### src/rtl/ex_mem_if.sv
// ex_mem_if: execute-to-memory pipeline register bus.
// master = execute side (drives the instruction and out_ready),
// slave  = the ex_mem_stage register itself.
interface ex_mem_if;
  logic        in_valid;
  logic        in_ready;
  logic [31:0] alu_result;
  logic        alu_zero;
  logic [31:0] rs2_data;
  logic [31:0] branch_target_in;
  logic [4:0]  rd;
  logic [2:0]  funct3;
  logic        ctrl_branch;
  logic        ctrl_jump;
  logic        ctrl_memread;
  logic        ctrl_memwrite;
  logic        ctrl_regwrite;
  logic        flush;
  logic        out_ready;
  logic        out_valid;
  logic [31:0] out_alu_result;
  logic [31:0] out_store_data;
  logic [4:0]  out_rd;
  logic [2:0]  out_funct3;
  logic        out_memread;
  logic        out_memwrite;
  logic        out_regwrite;
  logic        branch_taken;
  logic [31:0] branch_target;
  logic        out_misalign;

  modport master (
    output in_valid, alu_result, alu_zero, rs2_data, branch_target_in, rd, funct3,
           ctrl_branch, ctrl_jump, ctrl_memread, ctrl_memwrite, ctrl_regwrite,
           flush, out_ready,
    input  in_ready, out_valid, out_alu_result, out_store_data, out_rd, out_funct3,
           out_memread, out_memwrite, out_regwrite, branch_taken, branch_target,
           out_misalign
  );

  modport slave (
    input  in_valid, alu_result, alu_zero, rs2_data, branch_target_in, rd, funct3,
           ctrl_branch, ctrl_jump, ctrl_memread, ctrl_memwrite, ctrl_regwrite,
           flush, out_ready,
    output in_ready, out_valid, out_alu_result, out_store_data, out_rd, out_funct3,
           out_memread, out_memwrite, out_regwrite, branch_taken, branch_target,
           out_misalign
  );
endinterface

### src/rtl/ex_mem_stage.sv
// ex_mem_stage: single-entry EX/MEM pipeline register with valid/ready
// handshake, branch resolution (one-cycle redirect pulse) and flush.
// Optional build macro EX_MEM_MISALIGN_CHECK_EN adds an alignment check on
// loads/stores; a misaligned entry raises out_misalign and has its
// memread/memwrite/regwrite suppressed. Without the macro out_misalign is 0.
module ex_mem_stage (
  input logic     clk,
  input logic     reset,
  ex_mem_if.slave bus
);

  logic        out_valid_q;
  logic [31:0] alu_result_q;
  logic [31:0] store_data_q;
  logic [4:0]  rd_q;
  logic [2:0]  funct3_q;
  logic        memread_q;
  logic        memwrite_q;
  logic        regwrite_q;
  logic        branch_taken_q;
  logic [31:0] branch_target_q;

  logic accept;
  logic cond_true;
  logic taken_d;
  logic misalign_d;
  logic memread_d;
  logic memwrite_d;
  logic regwrite_d;

  assign bus.in_ready = (!out_valid_q || bus.out_ready) && !reset;
  assign accept       = bus.in_valid && bus.in_ready && !bus.flush;

  // Branch condition selected by funct3 (BEQ/BNE use zero, compares use bit 0).
  always_comb begin
    cond_true = 1'b0;
    case (bus.funct3)
      3'b000:          cond_true = bus.alu_zero;
      3'b001:          cond_true = !bus.alu_zero;
      3'b100, 3'b110:  cond_true = bus.alu_result[0];
      3'b101, 3'b111:  cond_true = !bus.alu_result[0];
      default:         cond_true = 1'b0;
    endcase
    taken_d = bus.ctrl_jump || (bus.ctrl_branch && cond_true);
  end

`ifdef EX_MEM_MISALIGN_CHECK_EN
  logic misalign_q;

  // Word accesses need addr[1:0]==0, halfword accesses need addr[0]==0.
  always_comb begin
    misalign_d = 1'b0;
    if (bus.ctrl_memread || bus.ctrl_memwrite) begin
      if (bus.funct3[1:0] == 2'b10)
        misalign_d = (bus.alu_result[1:0] != 2'b00);
      else if (bus.funct3[1:0] == 2'b01)
        misalign_d = bus.alu_result[0];
    end
    memread_d  = bus.ctrl_memread  && !misalign_d;
    memwrite_d = bus.ctrl_memwrite && !misalign_d;
    regwrite_d = bus.ctrl_regwrite && !misalign_d;
  end

  // Misalign flag travels with the entry it belongs to.
  always_ff @(posedge clk) begin
    if (reset)
      misalign_q <= 1'b0;
    else if (accept)
      misalign_q <= misalign_d;
  end

  assign bus.out_misalign = misalign_q;
`else
  // Controls pass straight through; no alignment check in this build.
  always_comb begin
    misalign_d = 1'b0;
    memread_d  = bus.ctrl_memread;
    memwrite_d = bus.ctrl_memwrite;
    regwrite_d = bus.ctrl_regwrite;
  end

  assign bus.out_misalign = 1'b0;
`endif

  // Entry register: reset beats flush beats accept; drain clears valid only.
  always_ff @(posedge clk) begin
    if (reset) begin
      out_valid_q     <= 1'b0;
      alu_result_q    <= 32'd0;
      store_data_q    <= 32'd0;
      rd_q            <= 5'd0;
      funct3_q        <= 3'd0;
      memread_q       <= 1'b0;
      memwrite_q      <= 1'b0;
      regwrite_q      <= 1'b0;
      branch_taken_q  <= 1'b0;
      branch_target_q <= 32'd0;
    end else begin
      branch_taken_q <= accept && taken_d;
      if (accept) begin
        out_valid_q     <= 1'b1;
        alu_result_q    <= bus.alu_result;
        store_data_q    <= bus.rs2_data;
        rd_q            <= bus.rd;
        funct3_q        <= bus.funct3;
        memread_q       <= memread_d;
        memwrite_q      <= memwrite_d;
        regwrite_q      <= regwrite_d;
        branch_target_q <= bus.branch_target_in;
      end else if (bus.flush || bus.out_ready) begin
        out_valid_q <= 1'b0;
      end
    end
  end

  assign bus.out_valid      = out_valid_q;
  assign bus.out_alu_result = alu_result_q;
  assign bus.out_store_data = store_data_q;
  assign bus.out_rd         = rd_q;
  assign bus.out_funct3     = funct3_q;
  assign bus.out_memread    = memread_q;
  assign bus.out_memwrite   = memwrite_q;
  assign bus.out_regwrite   = regwrite_q;
  assign bus.branch_taken   = branch_taken_q;
  assign bus.branch_target  = branch_target_q;

endmodule

### src/flat_wrapper.sv
// flat-port wrapper written by rule: the top's interface ports become plain ports
module ex_mem_stage_flat 
  (clk, reset, bus_in_valid, bus_alu_result, bus_alu_zero, bus_rs2_data, bus_branch_target_in, bus_rd, bus_funct3, bus_ctrl_branch, bus_ctrl_jump, bus_ctrl_memread, bus_ctrl_memwrite, bus_ctrl_regwrite, bus_flush, bus_out_ready, bus_in_ready, bus_out_valid, bus_out_alu_result, bus_out_store_data, bus_out_rd, bus_out_funct3, bus_out_memread, bus_out_memwrite, bus_out_regwrite, bus_branch_taken, bus_branch_target, bus_out_misalign);
  ex_mem_if bus_i ();
  input logic clk;
  input logic reset;
  input wire logic [$bits(bus_i.in_valid)-1:0] bus_in_valid;
  input wire logic [$bits(bus_i.alu_result)-1:0] bus_alu_result;
  input wire logic [$bits(bus_i.alu_zero)-1:0] bus_alu_zero;
  input wire logic [$bits(bus_i.rs2_data)-1:0] bus_rs2_data;
  input wire logic [$bits(bus_i.branch_target_in)-1:0] bus_branch_target_in;
  input wire logic [$bits(bus_i.rd)-1:0] bus_rd;
  input wire logic [$bits(bus_i.funct3)-1:0] bus_funct3;
  input wire logic [$bits(bus_i.ctrl_branch)-1:0] bus_ctrl_branch;
  input wire logic [$bits(bus_i.ctrl_jump)-1:0] bus_ctrl_jump;
  input wire logic [$bits(bus_i.ctrl_memread)-1:0] bus_ctrl_memread;
  input wire logic [$bits(bus_i.ctrl_memwrite)-1:0] bus_ctrl_memwrite;
  input wire logic [$bits(bus_i.ctrl_regwrite)-1:0] bus_ctrl_regwrite;
  input wire logic [$bits(bus_i.flush)-1:0] bus_flush;
  input wire logic [$bits(bus_i.out_ready)-1:0] bus_out_ready;
  output wire logic [$bits(bus_i.in_ready)-1:0] bus_in_ready;
  output wire logic [$bits(bus_i.out_valid)-1:0] bus_out_valid;
  output wire logic [$bits(bus_i.out_alu_result)-1:0] bus_out_alu_result;
  output wire logic [$bits(bus_i.out_store_data)-1:0] bus_out_store_data;
  output wire logic [$bits(bus_i.out_rd)-1:0] bus_out_rd;
  output wire logic [$bits(bus_i.out_funct3)-1:0] bus_out_funct3;
  output wire logic [$bits(bus_i.out_memread)-1:0] bus_out_memread;
  output wire logic [$bits(bus_i.out_memwrite)-1:0] bus_out_memwrite;
  output wire logic [$bits(bus_i.out_regwrite)-1:0] bus_out_regwrite;
  output wire logic [$bits(bus_i.branch_taken)-1:0] bus_branch_taken;
  output wire logic [$bits(bus_i.branch_target)-1:0] bus_branch_target;
  output wire logic [$bits(bus_i.out_misalign)-1:0] bus_out_misalign;
  assign bus_i.in_valid = bus_in_valid;
  assign bus_i.alu_result = bus_alu_result;
  assign bus_i.alu_zero = bus_alu_zero;
  assign bus_i.rs2_data = bus_rs2_data;
  assign bus_i.branch_target_in = bus_branch_target_in;
  assign bus_i.rd = bus_rd;
  assign bus_i.funct3 = bus_funct3;
  assign bus_i.ctrl_branch = bus_ctrl_branch;
  assign bus_i.ctrl_jump = bus_ctrl_jump;
  assign bus_i.ctrl_memread = bus_ctrl_memread;
  assign bus_i.ctrl_memwrite = bus_ctrl_memwrite;
  assign bus_i.ctrl_regwrite = bus_ctrl_regwrite;
  assign bus_i.flush = bus_flush;
  assign bus_i.out_ready = bus_out_ready;
  assign bus_in_ready = bus_i.in_ready;
  assign bus_out_valid = bus_i.out_valid;
  assign bus_out_alu_result = bus_i.out_alu_result;
  assign bus_out_store_data = bus_i.out_store_data;
  assign bus_out_rd = bus_i.out_rd;
  assign bus_out_funct3 = bus_i.out_funct3;
  assign bus_out_memread = bus_i.out_memread;
  assign bus_out_memwrite = bus_i.out_memwrite;
  assign bus_out_regwrite = bus_i.out_regwrite;
  assign bus_branch_taken = bus_i.branch_taken;
  assign bus_branch_target = bus_i.branch_target;
  assign bus_out_misalign = bus_i.out_misalign;
  ex_mem_stage u_core (.clk(clk), .reset(reset), .bus(bus_i));
endmodule
### config.mk
export PLATFORM = sky130hd
export DESIGN_NAME = ex_mem_stage_flat
export DESIGN_NICKNAME = d
export VERILOG_FILES = /design/src/rtl/ex_mem_if.sv /design/src/rtl/ex_mem_stage.sv /design/src/flat_wrapper.sv
export SDC_FILE = /design/constraint.sdc
export NUM_CORES = 1
export LEC_CHECK = 0
export CAP_MARGIN = 20
export CORE_MARGIN = 2
export CORE_UTILIZATION = 40
export CTS_BUF_LIST = sky130_fd_sc_hd__clkbuf_2
export DETAILED_ROUTE_END_ITERATION = 7
export PLACE_DENSITY_LB_ADDON = 0.1
export SLEW_MARGIN = 20
export SYNTH_ARGS = -nofsm -noshare
export SYNTH_HDL_FRONTEND = slang
export SYNTH_SLANG_ARGS = --single-unit
### constraint.sdc
create_clock -name clk -period 1.7 [get_ports clk]
set_clock_uncertainty 0.05 [all_clocks]
set_input_delay 0.425 -clock clk [delete_from_list [all_inputs] [get_ports clk]]
set_output_delay 0.425 -clock clk [all_outputs]
set_load 0.01 [all_outputs]
==> key figures <==
Placement
  – Placer congestion estimate: 0.809
  – Place WS: -614 ps
  – Port bufs: 224
  – DP HPWL: 9150 um

Worst hold path
  – Hold Crit Endpoint: u_core.bus.out_alu_result[17]$_SDFFE_PP0P_
  – Hold Path Origin: bus_alu_result[17]
  – Hold Path Class: input port to register
  – Hold depth: 3

Routing
  – Drt first pass iters: 5
  – 1st-iter DRT viols: 244
  – DR WL/cell: 16.2 um
  – Via count: 4579
  – Via density: 5.39
  – DRT antenna net count: 0
  – # DRC: 0
  – Final wirelength: 13700 um

Layout
  – Share of cells above drive strength 1: 37.9%
  – Layout fillers: 949
  – Final #Nets: 823
  – Antenna fix cells: 0
  – Area growth from synthesis to layout: 51.8%

Outcome
  – Status: finished, violations left
  – Failing checks: negative setup slack

Global route
  – First-pass GRT wire length: 21300 um
  – Global route overflow: 0
  – Initial antenna violation count: 0
  – Vias in the first global route: 4311
  – Total Routing Usage GR: 23.5%
  – Pin count of the biggest net entering global routing: 73

Timing
  – RSZ-0062 raised after global routing: true
  – Fmax: 573 MHz
  – Rel. slew slack: 48.2%
  – Final WS setup: -45.4 ps
  – Final setup TNS: -45.4 ps
  – Least-Margin Pin Slew: 776 ps
  – Final Max Slew Viols: 0
  – Final Critical Period: 1750 ps
  – Final setup viols: 1
  – Final worst-path cycle share: 103%
  – Final hold viol count: 0

Die
  – Row cnt: 37
  – Core area: 10200 um2
  – Io pins: 226
  – Die area: 11300 um2
  – Starting density of the core: 40.8%
  – Die Y: 106 um
  – Chip Width: 106 um

Setup path
  – Crit. End Element: primary output
  – Worst-case reg-to-reg path depth: 5
  – Crit-path slowest cell: dfxtp_2
  – Crit path required time: 1220 ps
  – Worst setup path category: register to primary output
  – Worst reg2reg path endpoint: u_core.bus.branch_target[1]$_SDFFE_PP0P_
  – Startpoint type of the worst setup path: register
  – Arr. time, crit path: 1270 ps
  – Critical path peak fanout: 2
  – Critical R2R Launch: u_core.bus.out_valid$_SDFFE_PP0P_
  – FF-to-FF setup slack: 150 ps
  – CP max stage delay: 380 ps
  – CP cell instances: nor2b_4, nor2_1, buf_2

Synthesis
  – Syn avg cell area: 8.27 um2
  – Mapped Area: 4180 um2
  – Syn_nets: 620
  – Top area cells in the synthesized netlist: dfxtp_1 52%, nand3_1 13%, a21oi_1 13%, o21ai_0 10%, clkbuf_1 3.2%
  – Syn Inst Count: 505
  – Seq cells post-synth: 109
  – Sequential-to-total area share from yosys stat: 52.2%
  – Yosys warnings: 0
  – Distinct cells, synth: 22
  – Post-synth top area share: 52.2%
  – Cell taking the most area after synthesis: dfxtp_1

Power
  – Max IR drop VDD: 391 uV
  – Pwr Total: 4600 uW
  – PD cells: 726 nW/um2
  – LEAKAGE: 0.00252 uW

CTS
  – Clk slew on worst S/H paths: 280 ps
  – Worst skew pair latency: 550 ps
  – CTS tree: built
  – Num CTS Buffers: 9
  – Clock sink count: 109
  – Clk buf depth: 2
  – CTS root buf: clkbuf_2
  – H-tree depth: 3

Flow run
  – # Max-Cap Violations: 0
area by class of cell:
type	instances	area [um2]	share of cell area, %
clock buffer	10	50.0	0.789
multi-input combinational	335	1720	27.2
timing repair buffer	253	2030	32.0
sequential	109	2320	36.6
tap	136	170	2.68
clock inverter	6	53.8	0.848
registers in the layout, indices dropped and copies added (netlist names):
name,flops
u_core.bus.branch_taken,1
u_core.bus.branch_target,32
u_core.bus.out_alu_result,32
u_core.bus.out_funct3,3
u_core.bus.out_memread,1
u_core.bus.out_memwrite,1
u_core.bus.out_rd,5
u_core.bus.out_regwrite,1
u_core.bus.out_store_data,32
u_core.bus.out_valid,1
critical path: cells and delay by family (launching register included):
kind	cells	cell delay (ps)
flip-flops	1	380
AND/OR/NAND/NOR	2	190
buffers and inverters	1	150
cells in the mapped netlist (all sizes together):
cell type and number:
dfxtp 109, xor2 2, nor3b 1, conb 1
o21ai 107, nand3 108, nand2b 1, clkbuf 37
a31oi 1, a21oi 107, nor2b 1, a211oi 1
nor3 1, or3b 1, buf 24, nor2 3
metal layers:
layer / vias up / routed length (um) / global-route usage, %
li1: 2204 / - / -
met1: 2175 / 5590 / 28.4
met2: 169 / 6700 / 38.9
met3: 31 / 1000 / 6.01
met4: 0 / 429 / 11.5
met5: - / 0 / 0
cell families after synthesis:
group | Yosys count | share of synthesized area [%]
other | 1 | 0.0898
AND/OR/NAND/NOR | 116 | 14.0
flip-flops | 109 | 52.2
buffers and inverters | 61 | 7.10
AO/OA/AOI/OAI | 216 | 26.1
XOR/XNOR | 2 | 0.419
where the power goes:
group	leakage, uW	switching, uW	internal (uW)
logic	0.00151	335	408
clock network	0.0000729	830	332
registers	0.000936	37.3	2660
total	0.00252	1200	3400
how the worst max path moves through the flow:
stage	slack (ps)	to	start
finish	-50	bus_in_ready	u_core.bus.out_valid$_SDFFE_PP0P_
global route	-160	bus_in_ready	u_core.bus.out_valid$_SDFFE_PP0P_
CTS	-120	bus_in_ready	u_core.bus.out_valid$_SDFFE_PP0P_
detailed placement	-610	u_core.bus.branch_target[4]$_SDFFE_PP0P_	bus_out_ready
global placement	-560	u_core.bus.out_funct3[1]$_SDFFE_PP0P_	bus_out_ready
floorplan	160	u_core.bus.out_funct3[0]$_SDFFE_PP0P_	bus_flush
per-stage QoR:
stage / hold WS (ps) / util, % / cells / instance area [um2]
final: 310 / 62.0 / 849 / 6340
after global routing: 239 / 62.0 / 849 / 6340
after CTS: 261 / 66.2 / 845 / 6770
after detailed placement: 413 / 64.4 / 827 / 6590
after global placement: 400 / 64.4 / 827 / 6590
after floorplan: 437 / - / 505 / 4180
timing repair:
action	in CTS	in global routing
setup buffers	2	4
pin swaps	0	0
setup endpoints to repair	141	133
hold buffers	0	0
gates resized for setup	431	89
layout by cell type (no fill, tap or decap), drive strengths merged:
cell type and n:
nand2b 1, nor3 1, a211oi 1, nor2b 1, clkbuf 45, nor3b 1, clkdlybuf4s50 113, a21oi 107
nor2 3, a31oi 1, clkinv 5, bufinv 1, nand3 108, or3b 1, buf 105, dfxtp 109
conb 1, o21ai 107, xor2 2
(Power assumes the default switching activity.)
